File: config.mk
export PLATFORM = sky130hd
export DESIGN_NAME = fifo_uart_tx
export DESIGN_NICKNAME = d
export VERILOG_FILES = /design/src/rtl/fifo_uart_tx.sv
export SDC_FILE = /design/constraint.sdc
export NUM_CORES = 1
export LEC_CHECK = 0
export CAP_MARGIN = 0
export CORE_ASPECT_RATIO = 1.25
export CORE_UTILIZATION = 50
export DETAILED_ROUTE_END_ITERATION = 8
export GPL_ROUTABILITY_DRIVEN = 1
export PLACE_DENSITY = 0.7
export SLEW_MARGIN = 40
export SYNTH_ARGS = -nofsm -noshare
export SYNTH_HDL_FRONTEND = slang
export SYNTH_SLANG_ARGS = --single-unit
File: constraint.sdc
create_clock -name i_clk -period 2.4 [get_ports i_clk]
set_input_delay 0.24 -clock i_clk [delete_from_list [all_inputs] [get_ports i_clk]]
set_output_delay 0.24 -clock i_clk [all_outputs]
set_load 0.01 [all_outputs]
File: src/rtl/fifo_uart_tx.sv
// 8N1 UART transmitter that drains a registered-output sync FIFO.
// Pops one byte per frame and shifts it out LSB-first on o_tx.
module fifo_uart_tx #(
  parameter int unsigned CLK_FREQ   = 100_000_000,
  parameter int unsigned BAUD       = 9600,
  parameter int unsigned DATA_WIDTH = 8
) (
  input  logic                  i_clk,
  input  logic                  i_reset,
  input  logic                  i_fifo_empty,
  input  logic [DATA_WIDTH-1:0] i_fifo_data,
  output logic                  o_fifo_pop,
  output logic                  o_tx,
  output logic                  o_busy,
  output logic                  o_tx_done
);

  localparam int unsigned BAUD_DIV = CLK_FREQ / BAUD;
  localparam int unsigned CNT_W    = (BAUD_DIV > 1) ? $clog2(BAUD_DIV) : 1;
  localparam logic [CNT_W-1:0] BAUD_LAST = CNT_W'(BAUD_DIV - 1);

  typedef enum logic [2:0] {
    StIdle,
    StPop,
    StLoad,
    StStart,
    StData,
    StStop
  } state_e;

  state_e                r_state;
  state_e                w_next_state;
  logic [CNT_W-1:0]      r_baud_cnt;
  logic [2:0]            r_bit_cnt;
  logic [DATA_WIDTH-1:0] r_shift;
  logic                  w_baud_last;
  logic                  w_counting;

  assign w_baud_last = (r_baud_cnt == BAUD_LAST);
  assign w_counting  = (r_state == StStart) || (r_state == StData) || (r_state == StStop);

  always_comb begin
    w_next_state = r_state;
    unique case (r_state)
      StIdle:  if (!i_fifo_empty) w_next_state = StPop;
      StPop:   w_next_state = StLoad;
      // FIFO output is registered: the popped byte is valid during LOAD
      StLoad:  w_next_state = StStart;
      StStart: if (w_baud_last) w_next_state = StData;
      StData:  if (w_baud_last && (r_bit_cnt == 3'd7)) w_next_state = StStop;
      StStop:  if (w_baud_last) w_next_state = StIdle;
      default: w_next_state = StIdle;
    endcase
  end

  always_ff @(posedge i_clk) begin
    if (!i_reset) begin
      r_state    <= StIdle;
      r_baud_cnt <= '0;
      r_bit_cnt  <= '0;
      r_shift    <= '0;
    end else begin
      r_state <= w_next_state;

      if ((w_next_state != r_state) || w_baud_last || !w_counting) begin
        r_baud_cnt <= '0;
      end else begin
        r_baud_cnt <= r_baud_cnt + CNT_W'(1);
      end

      if (r_state == StStart) begin
        r_bit_cnt <= '0;
      end else if ((r_state == StData) && w_baud_last) begin
        r_bit_cnt <= r_bit_cnt + 3'd1;
      end

      if (r_state == StLoad) begin
        r_shift <= i_fifo_data;
      end else if ((r_state == StData) && w_baud_last) begin
        r_shift <= r_shift >> 1;
      end
    end
  end

  // Moore outputs decoded from registered state only
  always_comb begin
    o_tx       = 1'b1;
    o_busy     = (r_state != StIdle);
    o_fifo_pop = (r_state == StPop);
    o_tx_done  = (r_state == StStop) && w_baud_last;
    unique case (r_state)
      StStart: o_tx = 1'b0;
      StData:  o_tx = r_shift[0];
      default: o_tx = 1'b1;
    endcase
  end

endmodule
==> reports/results.ini <==
[route]
vias=1152
routed_wirelength_mm=2.61
wl_per_cell_um=12.8
first_pass_iters=4
drtAntennaViolNets=0
routed_via_density=5.67
drc=0
drtIter0Drc=28

[synthesis]
synthDistinctLibCells=31
synth_seq_cells=28
ys.flop_type=dfxtp_1
synth.most_common_cell=dfxtp_1
netlist_top_cells_count=dfxtp_1 (28), nand3_1 (17), nor2_1 (17)
yosys_warnings=0
synth_seq_area_share_pct=42.8
synth_top_cell_by_area=dfxtp_1
synth_fp_nets=172
yosysTopAreaCellShare_pct=42.8
synthCells=158
syn_area_per_cell_um2=8.28
synthArstFlopShare_pct=0
netlist_area_mm2=0.00131
synth_edf_count=0
synth_area_leaders=dfxtp_1 (43%), nand3_1 (6.5%), nor2_1 (4.9%)

[place]
dpl_worst_slack_ps=233
dp.cells=199
dpl-instance-area_mm2=0.00147
io_buffer_count=14
place_hpwl_mm=1.94
place.gp.congestion=0.769

[sta]
hold_slack_ps=475
fin_tns_setup_ps=0
fmax_mhz=450
skew_ps=1.17
setup_violations=0
slew_headroom_pct=69.5
worst_slew_pin_slew_ps=458
finalCritPeriodShare_pct=92.7
period_minus_slack_ps=2220
finalHoldViolCount=0
rsz0062_at_grt=false
setup_slack_ps=175
final-max-slew-violation-count=0

[worst_setup_path]
crit_path_end_kind=primary output
worstRegToRegCells=4
critPathKind=flop to primary output
critPathArrivalTime_ps=1980
reg2reg_to=r_bit_cnt[0]
required_ps=2160
cp-start-kind=flop
r2r_start=r_baud_cnt[4]
r2r_setup_slack_ps=260
path_max_fanout=6

[global_route]
grt_pass1_wl_mm=4.23
antenna_found_initial=0
grt_pass1_vias=1060
track_usage_pct=20.6
grt_overflow=0
grt_max_degree=16

[floorplanning]
die_h_um=59.2
start_util_pct=53.4
coreArea_mm2=0.00245
die_area_mm2=0.00283
io_pins=15
die_w_um=47.8
row_count=20

[hold_path]
min_path_cells=1
min_to=r_baud_cnt[0]
hold_path.class=flop to flop
min_from=r_baud_cnt[0]

[clock_network]
ctsResizeCount=3
cts_root_buffer=clkbuf_4
clock-sinks=28
clockBufferDepth=2
cts-htree-levels=1
post_cts_buffers=0
cts_hold_buf=0
cts_made_buffers=3
insertion_delay_ps=310
cts_tree=yes
path_clk_slew_ps=140

[power]
leakage_nw=0.497
vdd_drop_max_mv=0.278
p_per_area_mw_per_mm2=523

[flow_run]
maxCapViolCount=0

[status]
outcome=complete, no violations

[final_layout]
drive_gt1_share_pct=7.06
diodes=0
stdcell_area_mm2=0.00151
syn2layout_area_growth_pct=15.3
fin_cells=203
nNetsFinal=185

worst max-delay path: stages, from the launching register on:
cell	delay (ps)
dfxtp_2	370
or4b_4	540
nor4_2	290
and3_1	190
dlygate4sd2_1	270
flip-flops by register name, summed over array words and instances, names as in the netlist:
register,count
r_shift,8
r_bit_cnt,3
r_baud_cnt,14
r_state,3
power by group:
part / internal, mW / total (mW) / switching [mW] / leakage (nW)
registers: 0.480 / 0.493 / 0.0129 / 0.228
clock network: 0.0926 / 0.220 / 0.127 / 0.0210
logic: 0.0414 / 0.0765 / 0.0351 / 0.248
metal layers:
metal / up-vias / global-route usage, % / wire, µm
li1: 591 / - / -
met1: 537 / 20.3 / 1080
met2: 22 / 40.3 / 1420
met3: 2 / 2.74 / 92
met4: 0 / 7.14 / 18
met5: - / 0 / 0
layout make-up:
cell class / instances / area, µm²
Clock buffer: 4 / 36.3
Inverter: 3 / 11.3
Fill cell: 238 / 943
Timing Repair Buffer: 16 / 154
Tap cell: 33 / 41.3
Multi-Input combinational cell: 119 / 703
Sequential cell: 28 / 563
through the flow:
step	power [mW]	util, %
2_1_floorplan	0.543	-
3_3_place_gp	0.578	60.0
3_5_place_dp	0.580	60.0
4_1_cts	0.804	61.5
5_1_grt	0.828	61.5
6_report	0.789	61.5
logic make-up (layout without fill, tap and decap cells):
kind of cell / Yosys count / after routing / share of synthesized area, %
buf+inv: 11 / 23 / 3.44
flops: 28 / 28 / 42.8
simple gates: 66 / 66 / 26.9
xor+xnor: 11 / 11 / 7.36
fa+ha+maj: 3 / 3 / 2.87
compound gates: 39 / 39 / 16.6
worst max-delay path by stage:
stage	slack (ps)	startpoint	to
after floorplan	450	r_baud_cnt[4]	r_shift[7]
after global placement	250	r_baud_cnt[4]	o_tx_done
after detailed placement	230	r_baud_cnt[4]	o_tx_done
after CTS	150	r_baud_cnt[4]	o_tx_done
after global routing	40	r_baud_cnt[0]	o_tx_done
final	180	r_baud_cnt[4]	o_tx_done
cell usage in the layout (no fill, tap or decap), types with 6 or more instances in the layout:
master / count
xor2_1: 6
a21oi_1: 8
dfxtp_1: 26
nand3_1: 17
nor2_1: 17
nand2_1: 7
o21ai_1: 11
o21ai_0: 9
a31oi_1: 7
clkdlybuf4s50_1: 13
(Power assumes the default switching activity.)
